$ cat src/rtl/otter_pkg.sv
// Shared definitions for the OTTER decode stage: opcode constants, control
// field encodings, immediate format select and the registered control bundle.
package otter_pkg;

  localparam int unsigned XLEN_W = 32;

  localparam logic [6:0] OPC_LUI    = 7'b0110111;
  localparam logic [6:0] OPC_AUIPC  = 7'b0010111;
  localparam logic [6:0] OPC_JAL    = 7'b1101111;
  localparam logic [6:0] OPC_JALR   = 7'b1100111;
  localparam logic [6:0] OPC_BRANCH = 7'b1100011;
  localparam logic [6:0] OPC_LOAD   = 7'b0000011;
  localparam logic [6:0] OPC_STORE  = 7'b0100011;
  localparam logic [6:0] OPC_OP_IMM = 7'b0010011;
  localparam logic [6:0] OPC_OP     = 7'b0110011;
  localparam logic [6:0] OPC_SYSTEM = 7'b1110011;

  localparam logic [31:0] INSN_MRET = 32'h30200073;

  // Low three bits follow funct3; bit 3 marks sub/sra (and the lui copy).
  typedef enum logic [3:0] {
    ALU_ADD      = 4'b0000,
    ALU_SLL      = 4'b0001,
    ALU_SLT      = 4'b0010,
    ALU_SLTU     = 4'b0011,
    ALU_XOR      = 4'b0100,
    ALU_SRL      = 4'b0101,
    ALU_OR       = 4'b0110,
    ALU_AND      = 4'b0111,
    ALU_SUB      = 4'b1000,
    ALU_LUI_COPY = 4'b1001,
    ALU_SRA      = 4'b1101
  } alu_fun_t;

  typedef enum logic [1:0] {
    SRCA_RS1     = 2'd0,
    SRCA_U_IMM   = 2'd1,
    SRCA_NOT_RS1 = 2'd2
  } srcA_t;

  typedef enum logic [2:0] {
    SRCB_RS2   = 3'd0,
    SRCB_I_IMM = 3'd1,
    SRCB_S_IMM = 3'd2,
    SRCB_PC    = 3'd3,
    SRCB_CSR   = 3'd4
  } srcB_t;

  typedef enum logic [1:0] {
    WR_PC4  = 2'd0,
    WR_CSR  = 2'd1,
    WR_DMEM = 2'd2,
    WR_ALU  = 2'd3
  } wr_sel_t;

  typedef enum logic [2:0] {
    BR_NONE = 3'd0,
    BR_BEQ  = 3'd1,
    BR_BNE  = 3'd2,
    BR_BLT  = 3'd3,
    BR_BGE  = 3'd4,
    BR_BLTU = 3'd5,
    BR_BGEU = 3'd6
  } br_type_t;

  typedef enum logic [1:0] {
    JMP_NONE = 2'd0,
    JMP_JAL  = 2'd1,
    JMP_JALR = 2'd2,
    JMP_MRET = 2'd3
  } jump_t;

  typedef enum logic [2:0] {
    IMM_NONE = 3'd0,
    IMM_I    = 3'd1,
    IMM_S    = 3'd2,
    IMM_B    = 3'd3,
    IMM_U    = 3'd4,
    IMM_J    = 3'd5
  } imm_fmt_t;

  typedef struct packed {
    logic [XLEN_W-1:0] pc;
    logic [XLEN_W-1:0] imm;
    alu_fun_t          alu_fun;
    srcA_t             alu_srcA;
    srcB_t             alu_srcB;
    wr_sel_t           rf_wr_sel;
    logic              rf_we;
    br_type_t          br_type;
    jump_t             jump;
    logic              mem_we;
    logic              mem_re;
    logic [2:0]        mem_size;
    logic              csr_we;
    logic              illegal;
    logic              trap;
  } decode_bundle_t;

endpackage

$ cat src/rtl/otter_decode_stage_if.sv
// Fetch-side and execute-side signals of the decode stage.
//   master : environment (fetch drives in_*, flush, int_req; execute drives out_ready)
//   slave  : the decode stage itself
interface otter_decode_stage_if #(
  parameter int unsigned XLEN = 32
);
  logic            in_valid;
  logic            in_ready;
  logic [31:0]     in_ir;
  logic [XLEN-1:0] in_pc;
  logic            flush;
  logic            int_req;
  logic            out_valid;
  logic            out_ready;
  logic [XLEN-1:0] out_pc;
  logic [XLEN-1:0] out_imm;
  logic [3:0]      out_alu_fun;
  logic [1:0]      out_alu_srcA;
  logic [2:0]      out_alu_srcB;
  logic [1:0]      out_rf_wr_sel;
  logic            out_rf_we;
  logic [2:0]      out_br_type;
  logic [1:0]      out_jump;
  logic            out_mem_we;
  logic            out_mem_re;
  logic [2:0]      out_mem_size;
  logic            out_csr_we;
  logic            out_illegal;
  logic            out_trap;

  modport master (
    output in_valid, in_ir, in_pc, flush, int_req, out_ready,
    input  in_ready, out_valid, out_pc, out_imm, out_alu_fun, out_alu_srcA,
           out_alu_srcB, out_rf_wr_sel, out_rf_we, out_br_type, out_jump,
           out_mem_we, out_mem_re, out_mem_size, out_csr_we, out_illegal, out_trap
  );

  modport slave (
    input  in_valid, in_ir, in_pc, flush, int_req, out_ready,
    output in_ready, out_valid, out_pc, out_imm, out_alu_fun, out_alu_srcA,
           out_alu_srcB, out_rf_wr_sel, out_rf_we, out_br_type, out_jump,
           out_mem_we, out_mem_re, out_mem_size, out_csr_we, out_illegal, out_trap
  );
endinterface

$ cat src/rtl/otter_imm_gen.sv
// Immediate generator: builds the I/S/B/U/J immediates from the instruction
// word and returns the one selected by fmt (zero for IMM_NONE).
//   ir  : instruction bits [31:7] (opcode bits carry no immediate)
//   fmt : immediate format select
//   imm : sign-extended immediate
module otter_imm_gen
  import otter_pkg::*;
(
  input  logic [31:7] ir,
  input  imm_fmt_t    fmt,
  output logic [31:0] imm
);
  logic [31:0] i_imm, s_imm, b_imm, u_imm, j_imm;

  assign i_imm = {{20{ir[31]}}, ir[31:20]};
  assign s_imm = {{20{ir[31]}}, ir[31:25], ir[11:7]};
  assign b_imm = {{20{ir[31]}}, ir[7], ir[30:25], ir[11:8], 1'b0};
  assign u_imm = {ir[31:12], 12'b0};
  assign j_imm = {{12{ir[31]}}, ir[19:12], ir[20], ir[30:21], 1'b0};

  always_comb begin
    case (fmt)
      IMM_I:   imm = i_imm;
      IMM_S:   imm = s_imm;
      IMM_B:   imm = b_imm;
      IMM_U:   imm = u_imm;
      IMM_J:   imm = j_imm;
      default: imm = '0;
    endcase
  end
endmodule

$ cat src/rtl/otter_decode_stage.sv
// Registered RV32I (+Zicsr/mret) decode stage between fetch and execute.
//   CLK, RST : clock (rising edge), asynchronous active-high reset
//   bus      : slave side of otter_decode_stage_if -- in_valid/in_ready/in_ir/
//              in_pc from fetch, flush, int_req, and the registered control
//              bundle with out_valid/out_ready toward execute
module otter_decode_stage
  import otter_pkg::*;
#(
  parameter int unsigned XLEN         = 32,
  parameter bit          ENABLE_CSR   = 1'b1,
  parameter bit          RST_PC_VALID = 1'b0
) (
  input  logic                 CLK,
  input  logic                 RST,
  otter_decode_stage_if.slave  bus
);

  if (XLEN != XLEN_W) begin : g_xlen_check
    $error("otter_decode_stage: only XLEN=32 is supported");
  end

  logic [6:0] opcode, funct7;
  logic [2:0] funct3;
  logic [4:0] rd;
  assign opcode = bus.in_ir[6:0];
  assign rd     = bus.in_ir[11:7];
  assign funct3 = bus.in_ir[14:12];
  assign funct7 = bus.in_ir[31:25];

  imm_fmt_t    fmt;
  logic [31:0] gen_imm;

  always_comb begin
    case (opcode)
      OPC_OP_IMM, OPC_LOAD, OPC_JALR, OPC_SYSTEM: fmt = IMM_I;
      OPC_STORE:                                  fmt = IMM_S;
      OPC_BRANCH:                                 fmt = IMM_B;
      OPC_LUI, OPC_AUIPC:                         fmt = IMM_U;
      OPC_JAL:                                    fmt = IMM_J;
      default:                                    fmt = IMM_NONE;
    endcase
  end

  otter_imm_gen u_imm_gen (
    .ir  (bus.in_ir[31:7]),
    .fmt (fmt),
    .imm (gen_imm)
  );

  decode_bundle_t dec, trap_b, bundle_q;
  logic           illegal, wr_req;

  always_comb begin
    dec     = '0;
    illegal = 1'b0;
    wr_req  = 1'b0;
    case (opcode)
      OPC_OP: begin
        dec.rf_wr_sel = WR_ALU;
        wr_req        = 1'b1;
        if (funct7 == 7'b0000000)
          dec.alu_fun = alu_fun_t'({1'b0, funct3});
        else if (funct7 == 7'b0100000 && (funct3 == 3'b000 || funct3 == 3'b101))
          dec.alu_fun = alu_fun_t'({1'b1, funct3});
        else
          illegal = 1'b1;
      end
      OPC_OP_IMM: begin
        dec.alu_srcB  = SRCB_I_IMM;
        dec.rf_wr_sel = WR_ALU;
        wr_req        = 1'b1;
        case (funct3)
          3'b001: if (funct7 == 7'b0000000) dec.alu_fun = ALU_SLL;
                  else illegal = 1'b1;
          3'b101: if (funct7 == 7'b0000000) dec.alu_fun = ALU_SRL;
                  else if (funct7 == 7'b0100000) dec.alu_fun = ALU_SRA;
                  else illegal = 1'b1;
          default: dec.alu_fun = alu_fun_t'({1'b0, funct3});
        endcase
      end
      OPC_LUI: begin
        dec.alu_fun   = ALU_LUI_COPY;
        dec.alu_srcA  = SRCA_U_IMM;
        dec.rf_wr_sel = WR_ALU;
        wr_req        = 1'b1;
      end
      OPC_AUIPC: begin
        dec.alu_srcA  = SRCA_U_IMM;
        dec.alu_srcB  = SRCB_PC;
        dec.rf_wr_sel = WR_ALU;
        wr_req        = 1'b1;
      end
      OPC_LOAD: begin
        dec.alu_srcB  = SRCB_I_IMM;
        dec.rf_wr_sel = WR_DMEM;
        dec.mem_re    = 1'b1;
        dec.mem_size  = funct3;
        wr_req        = 1'b1;
        if (funct3 == 3'b011 || funct3 == 3'b110 || funct3 == 3'b111) illegal = 1'b1;
      end
      OPC_STORE: begin
        dec.alu_srcB = SRCB_S_IMM;
        dec.mem_we   = 1'b1;
        dec.mem_size = funct3;
        if (funct3 > 3'b010) illegal = 1'b1;
      end
      OPC_BRANCH: begin
        case (funct3)
          3'b000:  dec.br_type = BR_BEQ;
          3'b001:  dec.br_type = BR_BNE;
          3'b100:  dec.br_type = BR_BLT;
          3'b101:  dec.br_type = BR_BGE;
          3'b110:  dec.br_type = BR_BLTU;
          3'b111:  dec.br_type = BR_BGEU;
          default: illegal = 1'b1;
        endcase
      end
      OPC_JAL: begin
        dec.jump = JMP_JAL;
        wr_req   = 1'b1;
      end
      OPC_JALR: begin
        dec.jump = JMP_JALR;
        wr_req   = 1'b1;
        if (funct3 != 3'b000) illegal = 1'b1;
      end
      OPC_SYSTEM: begin
        if (!ENABLE_CSR) illegal = 1'b1;
        else begin
          case (funct3)
            // csrrw copies rs1; csrrs/csrrc combine with the csr value as
            // rs1|csr and ~rs1&csr respectively.
            3'b001: begin
              dec.csr_we    = 1'b1;
              dec.rf_wr_sel = WR_CSR;
              dec.alu_fun   = ALU_LUI_COPY;
              wr_req        = 1'b1;
            end
            3'b010: begin
              dec.csr_we    = 1'b1;
              dec.rf_wr_sel = WR_CSR;
              dec.alu_fun   = ALU_OR;
              dec.alu_srcB  = SRCB_CSR;
              wr_req        = 1'b1;
            end
            3'b011: begin
              dec.csr_we    = 1'b1;
              dec.rf_wr_sel = WR_CSR;
              dec.alu_fun   = ALU_AND;
              dec.alu_srcA  = SRCA_NOT_RS1;
              dec.alu_srcB  = SRCB_CSR;
              wr_req        = 1'b1;
            end
            3'b000: begin
              if (bus.in_ir == INSN_MRET) dec.jump = JMP_MRET;
              else illegal = 1'b1;
            end
            default: illegal = 1'b1;
          endcase
        end
      end
      default: illegal = 1'b1;
    endcase

    dec.imm = gen_imm;
    if (illegal) begin
      dec         = '0;
      dec.illegal = 1'b1;
    end else begin
      dec.rf_we = wr_req && (rd != 5'd0);
    end
    dec.pc = bus.in_pc;
  end

  always_comb begin
    trap_b      = '0;
    trap_b.trap = 1'b1;
    trap_b.pc   = bus.in_pc;
  end

  logic valid_q, int_pending, accept;

  assign bus.in_ready = !valid_q || bus.out_ready;
  assign accept       = bus.in_valid && bus.in_ready && !bus.flush;

  always_ff @(posedge CLK or posedge RST) begin
    if (RST) begin
      valid_q     <= RST_PC_VALID;
      int_pending <= 1'b0;
      bundle_q    <= '0;
    end else begin
      // A new request on the consuming edge keeps the flag set.
      int_pending <= bus.int_req || (int_pending && !accept);
      if (bus.flush) begin
        valid_q <= 1'b0;
      end else if (accept) begin
        valid_q  <= 1'b1;
        bundle_q <= int_pending ? trap_b : dec;
      end else if (bus.out_ready) begin
        valid_q <= 1'b0;
      end
    end
  end

  assign bus.out_valid     = valid_q;
  assign bus.out_pc        = bundle_q.pc;
  assign bus.out_imm       = bundle_q.imm;
  assign bus.out_alu_fun   = bundle_q.alu_fun;
  assign bus.out_alu_srcA  = bundle_q.alu_srcA;
  assign bus.out_alu_srcB  = bundle_q.alu_srcB;
  assign bus.out_rf_wr_sel = bundle_q.rf_wr_sel;
  assign bus.out_rf_we     = bundle_q.rf_we;
  assign bus.out_br_type   = bundle_q.br_type;
  assign bus.out_jump      = bundle_q.jump;
  assign bus.out_mem_we    = bundle_q.mem_we;
  assign bus.out_mem_re    = bundle_q.mem_re;
  assign bus.out_mem_size  = bundle_q.mem_size;
  assign bus.out_csr_we    = bundle_q.csr_we;
  assign bus.out_illegal   = bundle_q.illegal;
  assign bus.out_trap      = bundle_q.trap;

endmodule
$ cat src/flat_wrapper.sv
// flat-port wrapper written by rule: the top's interface ports become plain ports
module otter_decode_stage_flat import otter_pkg::*;
#(
  parameter int unsigned XLEN         = 32,
  parameter bit          ENABLE_CSR   = 1'b1,
  parameter bit          RST_PC_VALID = 1'b0
)
  (CLK, RST, bus_in_valid, bus_in_ir, bus_in_pc, bus_flush, bus_int_req, bus_out_ready, bus_in_ready, bus_out_valid, bus_out_pc, bus_out_imm, bus_out_alu_fun, bus_out_alu_srcA, bus_out_alu_srcB, bus_out_rf_wr_sel, bus_out_rf_we, bus_out_br_type, bus_out_jump, bus_out_mem_we, bus_out_mem_re, bus_out_mem_size, bus_out_csr_we, bus_out_illegal, bus_out_trap);
  otter_decode_stage_if #(.XLEN(XLEN)) bus_i ();
  input  logic CLK;
  input  logic RST;
  input wire logic [$bits(bus_i.in_valid)-1:0] bus_in_valid;
  input wire logic [$bits(bus_i.in_ir)-1:0] bus_in_ir;
  input wire logic [$bits(bus_i.in_pc)-1:0] bus_in_pc;
  input wire logic [$bits(bus_i.flush)-1:0] bus_flush;
  input wire logic [$bits(bus_i.int_req)-1:0] bus_int_req;
  input wire logic [$bits(bus_i.out_ready)-1:0] bus_out_ready;
  output wire logic [$bits(bus_i.in_ready)-1:0] bus_in_ready;
  output wire logic [$bits(bus_i.out_valid)-1:0] bus_out_valid;
  output wire logic [$bits(bus_i.out_pc)-1:0] bus_out_pc;
  output wire logic [$bits(bus_i.out_imm)-1:0] bus_out_imm;
  output wire logic [$bits(bus_i.out_alu_fun)-1:0] bus_out_alu_fun;
  output wire logic [$bits(bus_i.out_alu_srcA)-1:0] bus_out_alu_srcA;
  output wire logic [$bits(bus_i.out_alu_srcB)-1:0] bus_out_alu_srcB;
  output wire logic [$bits(bus_i.out_rf_wr_sel)-1:0] bus_out_rf_wr_sel;
  output wire logic [$bits(bus_i.out_rf_we)-1:0] bus_out_rf_we;
  output wire logic [$bits(bus_i.out_br_type)-1:0] bus_out_br_type;
  output wire logic [$bits(bus_i.out_jump)-1:0] bus_out_jump;
  output wire logic [$bits(bus_i.out_mem_we)-1:0] bus_out_mem_we;
  output wire logic [$bits(bus_i.out_mem_re)-1:0] bus_out_mem_re;
  output wire logic [$bits(bus_i.out_mem_size)-1:0] bus_out_mem_size;
  output wire logic [$bits(bus_i.out_csr_we)-1:0] bus_out_csr_we;
  output wire logic [$bits(bus_i.out_illegal)-1:0] bus_out_illegal;
  output wire logic [$bits(bus_i.out_trap)-1:0] bus_out_trap;
  assign bus_i.in_valid = bus_in_valid;
  assign bus_i.in_ir = bus_in_ir;
  assign bus_i.in_pc = bus_in_pc;
  assign bus_i.flush = bus_flush;
  assign bus_i.int_req = bus_int_req;
  assign bus_i.out_ready = bus_out_ready;
  assign bus_in_ready = bus_i.in_ready;
  assign bus_out_valid = bus_i.out_valid;
  assign bus_out_pc = bus_i.out_pc;
  assign bus_out_imm = bus_i.out_imm;
  assign bus_out_alu_fun = bus_i.out_alu_fun;
  assign bus_out_alu_srcA = bus_i.out_alu_srcA;
  assign bus_out_alu_srcB = bus_i.out_alu_srcB;
  assign bus_out_rf_wr_sel = bus_i.out_rf_wr_sel;
  assign bus_out_rf_we = bus_i.out_rf_we;
  assign bus_out_br_type = bus_i.out_br_type;
  assign bus_out_jump = bus_i.out_jump;
  assign bus_out_mem_we = bus_i.out_mem_we;
  assign bus_out_mem_re = bus_i.out_mem_re;
  assign bus_out_mem_size = bus_i.out_mem_size;
  assign bus_out_csr_we = bus_i.out_csr_we;
  assign bus_out_illegal = bus_i.out_illegal;
  assign bus_out_trap = bus_i.out_trap;
  otter_decode_stage #(.XLEN(XLEN), .ENABLE_CSR(ENABLE_CSR), .RST_PC_VALID(RST_PC_VALID)) u_core (.CLK(CLK), .RST(RST), .bus(bus_i));
endmodule
$ cat config.mk
export PLATFORM = sky130hd
export DESIGN_NAME = otter_decode_stage_flat
export DESIGN_NICKNAME = d
export VERILOG_FILES = /design/src/rtl/otter_pkg.sv /design/src/rtl/otter_decode_stage_if.sv /design/src/rtl/otter_imm_gen.sv /design/src/rtl/otter_decode_stage.sv /design/src/flat_wrapper.sv
export SDC_FILE = /design/constraint.sdc
export NUM_CORES = 1
export LEC_CHECK = 0
export ABC_AREA = 1
export ABC_CLOCK_PERIOD_IN_PS = 6100
export CORE_UTILIZATION = 40
export CTS_CLUSTER_SIZE = 30
export DETAILED_ROUTE_END_ITERATION = 10
export PLACE_DENSITY = 0.74
export SLEW_MARGIN = 10
export SYNTH_ARGS = -nofsm -noshare
export SYNTH_HDL_FRONTEND = slang
export SYNTH_HIERARCHICAL = 1
export SYNTH_SLANG_ARGS = --single-unit
$ cat constraint.sdc
create_clock -name CLK -period 6.1 [get_ports CLK]
set_clock_uncertainty 0.1 [all_clocks]
set_input_delay 1.22 -clock CLK [delete_from_list [all_inputs] [get_ports CLK]]
set_output_delay 1.22 -clock CLK [all_outputs]
set_load 0.01 [all_outputs]
# Word level (Yosys, flattened, before mapping)

Index checks and enable logic that the tools add are counted.

Output and inout port bits: 91
Word-level logic and storage cells: 119
Memories kept: 0
Bits in writable memories: 0
Register bits: 91
Bits in latches: 0
Bits in read-only memories: 0

Bitwise gates (word level): 1
Div/mod/pow operators: 0
$add $sub $neg: 0
$mul: 0
Eq/ne operators: 24
Muxes and demuxes: 47
Shift-type cells: 0
Magnitude comparators: 1
Reductions and logical operators: 29

Operator list:

| operator                                        | count |
|---|---|
| one-hot mux 32 bit (5 select lines)             | 1 |
| two-way mux 57 bit                              | 1 |
| two-way mux 43 bit                              | 1 |
| == test 32 x 30 -> 1 bit, second input constant | 1 |
| == test 7 x 6 -> 1 bit, second input constant   | 4 |
| == test 7 bit, second input constant            | 4 |
| two-way mux 1 bit                               | 20 |
| == test 3 bit, second input constant            | 6 |
| one-hot mux 3 bit (6 select lines)              | 1 |
| two-way mux 4 bit                               | 4 |
| one-hot mux 4 bit (4 select lines)              | 1 |
| one-hot mux 3 bit (5 select lines)              | 1 |
| == test 7 x 5 -> 1 bit, second input constant   | 2 |
| two-way mux 13 bit                              | 1 |
| == test 3 x 2 -> 1 bit, second input constant   | 4 |
| one-hot mux 2 bit (3 select lines)              | 2 |
| one-hot mux 3 bit (4 select lines)              | 1 |
| one-hot mux 4 bit (3 select lines)              | 1 |
| two-way mux 3 bit                               | 3 |
| one-hot mux 1 bit (8 select lines)              | 1 |
| one-hot mux 4 bit (2 select lines)              | 1 |
| OR reduction 2 bit                              | 4 |
| OR reduction 4 bit                              | 2 |
| == test 7 x 2 -> 1 bit, second input constant   | 1 |
| other kinds (17)                                | 34 |

# Longest topological paths before layout

Gate-level depths: netlist (run 1).

Depth in word-level cells: 8
Mapped depth: 17
Depth with buffers taken out: 14

# Cells and area by module

The synthesis (run 1) kept the hierarchy.

By module, submodules not included:

| module             | cells each | seq. area each (um^2) | area an instance (um^2) | times used |
|---|---|---|---|---|
| otter_decode_stage | 641        | 2,277.2               | 4,991.0                 | 1 |
| otter_imm_gen      | 92         | 0.0                   | 455.4                   | 1 |

# Worst setup path after synthesis (run 1)

No wires, ideal clock.

Path type: input to register
Start: in bus_in_ir[1]
End: reg u_core.bundle_q (netlist bit u_core/bus.out_imm[10])
Data arrival time: 2.633 ns
Stages: 15
Setup slack: 3.301 ns
Buffers on the path: 3
Library setup time: 0.066 ns
Cell sequence: nand2_1 -> nor2_4 -> buf_6 -> inv_1 -> nor2_1 -> buf_6 -> inv_2 -> buf_6 -> o21ai_1 -> inv_1 -> nor2_1 -> inv_1 -> nor2_1 -> nand3_2 -> nand2_1

Cells in the longest elaborated chain, start to end: 7

RTL lines:

| item                                                            | line                      | source |
|---|---|---|
| from (decl)                                                     | flat_wrapper.sv:13        | `input wire logic [$bits(bus_i.in_ir)-1:0] bus_in_ir;` |
| == test 7 x 2 -> 1 bit, or another cell as far along            | otter_decode_stage.sv:34  | `case (opcode)` |
| OR reduction 4 bit / OR reduction 2 bit (equally long branches) | --                        |  |
| one-hot mux 3 bit (5 select lines) (*)                          | otter_decode_stage.sv:34  |  |
| net u_core.fmt[1]                                               | otter_decode_stage.sv:30  | `imm_fmt_t fmt;` |
| == test 3 bit, or another cell as far along                     | otter_imm_gen.sv:22       | `case (fmt)` |
| one-hot mux 32 bit (5 select lines) (*)                         | otter_imm_gen.sv:22       |  |
| net u_core.gen_imm[10]                                          | otter_decode_stage.sv:31  | `logic [31:0] gen_imm;` |
| two-way mux 43 bit (*)                                          | otter_decode_stage.sv:166 | `if (illegal) begin` |
| two-way mux 57 bit (*)                                          | otter_decode_stage.sv:198 | `bundle_q <= int_pending ? trap_b : dec;` |
| to (signal assigned)                                            | otter_decode_stage.sv:198 |  |
| to (decl)                                                       | otter_decode_stage.sv:50  | `decode_bundle_t dec, trap_b, bundle_q;` |

The timed path passes the listed nets; every way through them passes the cells marked *.
A chain may end at the register's enable or synchronous reset.

# Worst setup path in the final report (run 1)

Start: in bus_in_ir[6]
End: reg u_core.bundle_q (netlist bit u_core/bus.out_imm[22])

The elaborated chain is that of the path after synthesis.

==> summary.txt, run 1 <==
STA
  – F_max: ~0.24 GHz
  – Final period util: around two thirds
  – Final Setup Violations: 0
  – Setup_tns: 0 ns
  – Max_slew headroom: 36.8%
  – Least-Margin Pin Slew: about 0.95 ns
  – Min Tclk post-route: around 4.1 ns
  – Final Hold Fails: 0
  – Slew Limit Fails: 0
  – RSZ-0062 raised after global routing: no

Clocking
  – Root Driver: clkbuf_16
  – Post-CTS Hold Buffers: 0
  – Clock buffer depth: 2
  – # resized after CTS: 0
  – Clock Sinks: 91
  – Num CTS Buffers: 9
  – Clock Latency Late Sink: 0.34 ns
  – # H-tree levels: 3
  – CTS tree: built
  – Worst-path clk slew: 0.07 ns
  – Post-CTS Setup Bufs: 0

Die
  – # rows: 42
  – Top Ports: ~160
  – Die height: between 100 and 150 microns
  – Die width: ~120 microns
  – Initial Utilization: about two fifths
  – Core area: between 10000 and 15000 sq um
  – Die ar.: between 10000 and 15000 sq um

Min path
  – WHS Endpoint: u_core/bus.out_pc[9]
  – Worst hold stages: 2
  – HP Start: u_core/bus.out_pc[9]
  – Hold Path Class: reg -> reg

Power
  – PnR Total Power: roughly 0.0014 W
  – P_leak: between 3 and 4 nW
  – Pwr per Cell Area: slightly below 200 nW/um^2
  – IR drop worst, VDD: ~0.00013 V

Critical path
  – Critical Path Max Stage Delay: slightly below 0.7 ns
  – R2r endpoint: u_core/bus.out_alu_fun[3]
  – CP Max Fanout: 26
  – CP startpoint kind: primary input
  – Worst R2R Start: u_core/bus.out_valid
  – Critical-path top delay cell: nand2_1
  – Cell Chain, Critical Path: clkdlybuf4s50_1, inv_2, nor2_4, nand2_1, nand2_1, nand4_1, nand3_1, inv_1, nor2_1, nand3_2, nand2_1
  – Setup CP Type: in -> reg
  – R2r setup slk: 3.39 ns
  – Critical Path End Type: register
  – CP arrival: 4.28 ns
  – Most frequent CP cell: nand2_1
  – CP required: ~6.3 ns
  – R2R depth: 9
  – CP delay by family, top: simple AND/OR/NAND/NOR gates
  – Number of buffers and inverters on the critical path: 3

Synth
  – Synth top area share: a little over two fifths
  – Synth Register Bits: between 90 and 100
  – Ranking of synthesized cells by area: dfrtp_1 42%, nand2_1 19%, nand3_2 7.9%, nor2_1 5.9%, nand3_1 5.6%
  – Syn Inst Count: between 700 and 800
  – Post-synthesis sequential area ratio: between 40% and 50%
  – Ys flop type: dfrtp_1
  – Most common cell in the netlist: nand2_1
  – Async set-reset flop share out of synthesis: between 90% and 100%
  – Avg Synthesized Cell Area: between 7 and 8 sq um
  – Netlist cell types: 35
  – Yosys top cell by area: dfrtp_1
  – Yosys warning total: 6
  – Synth cell count leaders: 272 x nand2_1, 91 x dfrtp_1, 85 x nor2_1, 64 x inv_1, 61 x nand3_1
  – Synth Net Count: 803
  – Number of synthesized flops with an enable pin: 0
  – Synth Cell Area: approximately 5400 sq um

GRT
  – All-Layer GR Usage: around a fifth
  – Largest net degree at the start of global routing: 90
  – Initial antenna violation count: 0
  – Number of global-route vias before repair: between 4000 and 5000
  – Global-route wire length before repair: 24000 microns
  – Grt ovf: 0

Final layout
  – Area growth syn-to-layout: 33.2%
  – Filler cells: 1335
  – Fin nets: roughly 940
  – Design area: slightly above 7000 sq um
  – Share of cells above drive strength 1: a little over a tenth
  – Antenna Cells: 0
  – Final core occ: between 50% and 60%

Routing
  – Drt drc: 0
  – Routed vias: between 5000 and 6000
  – Initial detailed-routing violation count: 300
  – Post-route ant nets: 0
  – Vias per inst: just under 5
  – First drt pass iteration count: 5
  – Wirelength, routed: 14500 microns
  – Wire per inst: between 10 and 15 microns

Outcome
  – Status: finished, final reports clean

Job
  – Max cap viols: 0

Place
  – Final Wtd Congestion: about 0.9
  – Post-DP Area: around 7000 sq um
  – Input/output buffers: 160
  – HPWL Detailed: just over 10000 microns
==> through the flow <==
| stage | hold slack [ns] | cells | worst slack (ns) |
|---|---|---|---|
| floorplan | 0.409 | 733 | 2.42 |
| global placement | 0.353 | 1034 | 1.72 |
| detailed placement | 0.357 | 1034 | 1.72 |
| CTS | 0.374 | 1050 | 2.09 |
| global route | 0.401 | 1050 | 1.72 |
| finish | 0.370 | 1050 | 2.00 |
==> report_power, final <==
| group | internal [W] | switching, W | total, W |
|---|---|---|---|
| combinational | 0.000124 | 0.000132 | 0.000256 |
| sequential | 0.000637 | 0.0000179 | 0.000655 |
| clock | 0.000289 | 0.000240 | 0.000529 |
| total | 0.00105 | 0.000390 | 0.00144 |
==> per-layer routing <==
| metal | track usage, % | up-vias | wire (microns) |
|---|---|---|---|
| met5 | 0 | - | 0 |
| met3 | 3.23 | 19 | 840 |
| met4 | 8.23 | 0 | 280 |
| li1 | - | 2545 | - |
| met2 | 34.2 | 158 | 6860 |
| met1 | 29.1 | 2340 | 6550 |
==> sequential cells by signal, summed over array words and instances (netlist names) <==
name	count
u_core/bus.out_mem_size	3
u_core/bus.out_br_type	3
u_core/bus.out_alu_srcA	2
u_core/bus.out_trap	1
u_core/bus.out_rf_wr_sel	2
u_core/bus.out_valid	1
u_core/bus.out_pc	32
u_core/bus.out_alu_srcB	3
u_core/bus.out_alu_fun	4
u_core/bus.out_mem_re	1
u_core/bus.out_csr_we	1
u_core/int_pending	1
u_core/bus.out_imm	32
u_core/bus.out_mem_we	1
u_core/bus.out_jump	2
u_core/bus.out_illegal	1
u_core/bus.out_rf_we	1
==> worst max-delay path by stage <==
| stage | cells past startpoint | startpoint | endpoint |
|---|---|---|---|
| after detailed placement | 11 | bus_in_ir[6] | u_core/bus.out_imm[22] |
| after CTS | 11 | bus_in_ir[6] | u_core/bus.out_imm[22] |
| final | 11 | bus_in_ir[6] | u_core/bus.out_imm[22] |
| after global placement | 11 | bus_in_ir[6] | u_core/bus.out_imm[21] |
| after global routing | 11 | bus_in_ir[6] | u_core/bus.out_imm[22] |
| after floorplan | 1 | RST | u_core/bus.out_alu_fun[0] |
==> cell usage in the layout, fill, tap and decap left out, drive strengths merged <==
cell	n
nor3	6
inv	74
a21oi	9
clkbuf	11
clkdlybuf4s50	160
nand2	279
o211ai	1
nor2	99
o31ai	1
o21bai	1
a21o	2
o2bb2ai	1
a31oi	1
a32o	1
clkinvlp	2
o21ai	14
or2	1
nand3	105
dfrtp	91
nand4	8
buf	2
o22ai	1
clkinv	4
==> area by class of cell <==
cell class	instances	area (sq um)	share of cell area (%)
sequential	91	2280	31.4
inverter	75	283	3.90
tap	176	220	3.03
timing repair buffer	162	1620	22.3
clock inverter	5	36.3	0.500
multi-input combinational	530	2580	35.6
clock buffer	11	243	3.34
==> worst reg2reg max path, stage by stage, from the launching register on <==
cell,delay (ns)
dfrtp_1,0.38
nand2_1,0.10
nand2_1,0.11
nor2_4,0.60
inv_2,0.16
nor2_8,0.20
inv_2,0.30
a31oi_1,0.41
o21ai_0,0.19
nand2_1,0.09
==> cell families (layout without fill, tap and decap cells) <==
family	Yosys count	after routing	share of synthesized area, %
and+or+nand+nor	498	498	43.9
DFF	91	91	41.8
AOI/OAI and AO/OA	32	32	3.47
buffers and inverters	112	253	10.8
Power figures use the tool's default switching activity.
==> run 2, diff against run 1 <==
- ABC_CLOCK_PERIOD_IN_PS: 6100 -> 3450
- PLACE_DENSITY: 0.74 -> 0.77
- clock period: 6.1 -> 3.45 ns (I/O delays scaled with it)
==> run 2 against run 1 <==
  * Critical path depth down 2
  * Global-route usage up 0.52 points
  * Clock power up 110%
  * Routed wire length up 1.1%
  * Sequential cell count unchanged
  * Via count up 0.69%
  * Power up 89%
  * Cell area up 2.7%
==> summary.txt, run 2 (synthesis gave the netlist of run 1 again) <==
Outcome
  – Status: finished, final reports clean

GRT
  – Number of global-route vias before repair: roughly 4900
  – Global-route wire length before repair: 24600 microns
  – Initial antenna violation count: 0
  – Largest net degree at the start of global routing: 90
  – Grt ovf: 0
  – All-Layer GR Usage: about 22%

Clocking
  – Clock buffer depth: 2
  – CTS tree: built
  – Num CTS Buffers: 9
  – Clock Latency Late Sink: 0.34 ns
  – Post-CTS Hold Buffers: 0
  – Worst-path clk slew: about 0.060 ns
  – # H-tree levels: 3
  – Post-CTS Setup Bufs: 0
  – # resized after CTS: 0
  – Root Driver: clkbuf_16
  – Clock Sinks: 91

Critical path
  – R2R depth: 9
  – CP startpoint kind: primary input
  – Critical Path End Type: register
  – CP required: between 3 and 4 ns
  – CP arrival: 3.10 ns
  – CP Max Fanout: 43
  – Setup CP Type: in -> reg

Min path
  – Hold Path Class: reg -> reg
  – Worst hold stages: 2

Place
  – Final Wtd Congestion: roughly 0.93
  – Input/output buffers: 160
  – Post-DP Area: approximately 7000 sq um
  – HPWL Detailed: 10600 microns

Final layout
  – Share of cells above drive strength 1: 12.7%
  – Most common cell after layout, fill and taps aside: nand2_1
  – Most frequent cells in the layout: 272 x nand2_1, 160 x clkdlybuf4s50_1, 91 x dfrtp_1
  – Antenna Cells: 0
  – Area growth syn-to-layout: 36.8%
  – Filler cells: roughly 1300
  – Final core occ: approximately 56%
  – Design area: 7450 sq um
  – FF/Latch Area: ~2300 sq um
  – Multi-input gate area: around 2600 sq um
  – Fin nets: 956

Routing
  – Routed vias: a little over 5000
  – Post-route ant nets: 0
  – Wire per inst: 13.8 microns
  – Wirelength, routed: 14700 microns
  – First drt pass iteration count: 5
  – Drt drc: 0
  – Initial detailed-routing violation count: 340
  – Vias per inst: roughly 4.8

STA
  – Min Tclk post-route: 2.93 ns
  – F_max: around 0.34 GHz
  – Final Setup Violations: 0
  – Final period util: 84.8%
  – Slew Limit Fails: 0
  – Final Hold Fails: 0
  – Setup_tns: 0 ns
  – Least-Margin Pin Slew: about 0.94 ns
  – Max_slew headroom: between 30 and 40%
  – RSZ-0062 raised after global routing: no

Die
  – Initial Utilization: between 40% and 50%
  – Die ar.: ~14000 sq um
  – # rows: 42
  – Top Ports: ~160
  – Core area: ~13000 sq um
  – Die height: 119 microns
  – Die width: 119 microns

Power
  – Pwr per Cell Area: about 370 nW/um^2
  – IR drop worst, VDD: ~0.00028 V
  – P_leak: 3.56 nW

Job
  – Max cap viols: 0
-- run 2: worst paths after layout --
path | slack, ns | startpoint | end
max in group asynchronous | 1.78 | RST | u_core/bus.out_br_type[2]
min | 0.37 | u_core/bus.out_pc[6] | u_core/bus.out_pc[6]
max | 0.52 | bus_in_ir[1] | u_core/bus.out_imm[11]
min in group asynchronous | 0.76 | RST | u_core/bus.out_valid
max reg2reg | 1.52 | u_core/bus.out_valid | u_core/bus.out_alu_fun[3]
min reg2reg | 0.37 | u_core/bus.out_pc[6] | u_core/bus.out_pc[6]
-- run 2: critical path, stage by stage --
cell	delay [ns]
clkdlybuf4s50_1	0.45
nand2_1	0.14
nor2_4	0.39
nand2_1	0.26
nand3_1	0.17
nor2_2	0.08
nor2_8	0.67
nand3_1	0.15
nand2_1	0.09
-- run 2: cell type report --
class                      instances  share of cell area [%]
inverter                          75                    3.79
clock inverter                     6                    1.28
sequential                        91                    30.6
clock buffer                      10                    3.21
timing repair buffer             179                    23.6
multi-input combinational        530                    34.6
tap                              176                    2.95
-- run 2: through the flow --
stage | setup WS, ns | hold slack [ns] | cells | power (W)
6_report | 0.524 | 0.369 | 1067 | 0.00272
5_1_grt | 0.305 | 0.399 | 1067 | 0.00284
4_1_cts | 0.553 | 0.374 | 1067 | 0.00275
3_5_place_dp | 0.205 | 0.358 | 1051 | 0.00165
3_3_place_gp | 0.223 | 0.352 | 1051 | 0.00164
2_1_floorplan | 0.296 | 0.409 | 733 | 0.00139
-- run 2: report_power, final --
| group | switching [W] | internal (W) |
|---|---|---|
| combinational | 0.000235 | 0.000230 |
| sequential | 0.0000316 | 0.00113 |
| clock | 0.000435 | 0.000664 |
| total | 0.000702 | 0.00202 |
-- run 2: per-layer routing --
layer / up-vias / GRT usage [%] / share of wire [%]
met3: 26 / 3.67 / 5.5
met2: 158 / 35.0 / 46
met4: 0 / 7.91 / 2.2
met1: 2330 / 29.8 / 46
met5: - / 0 / 0
li1: 2583 / - / -
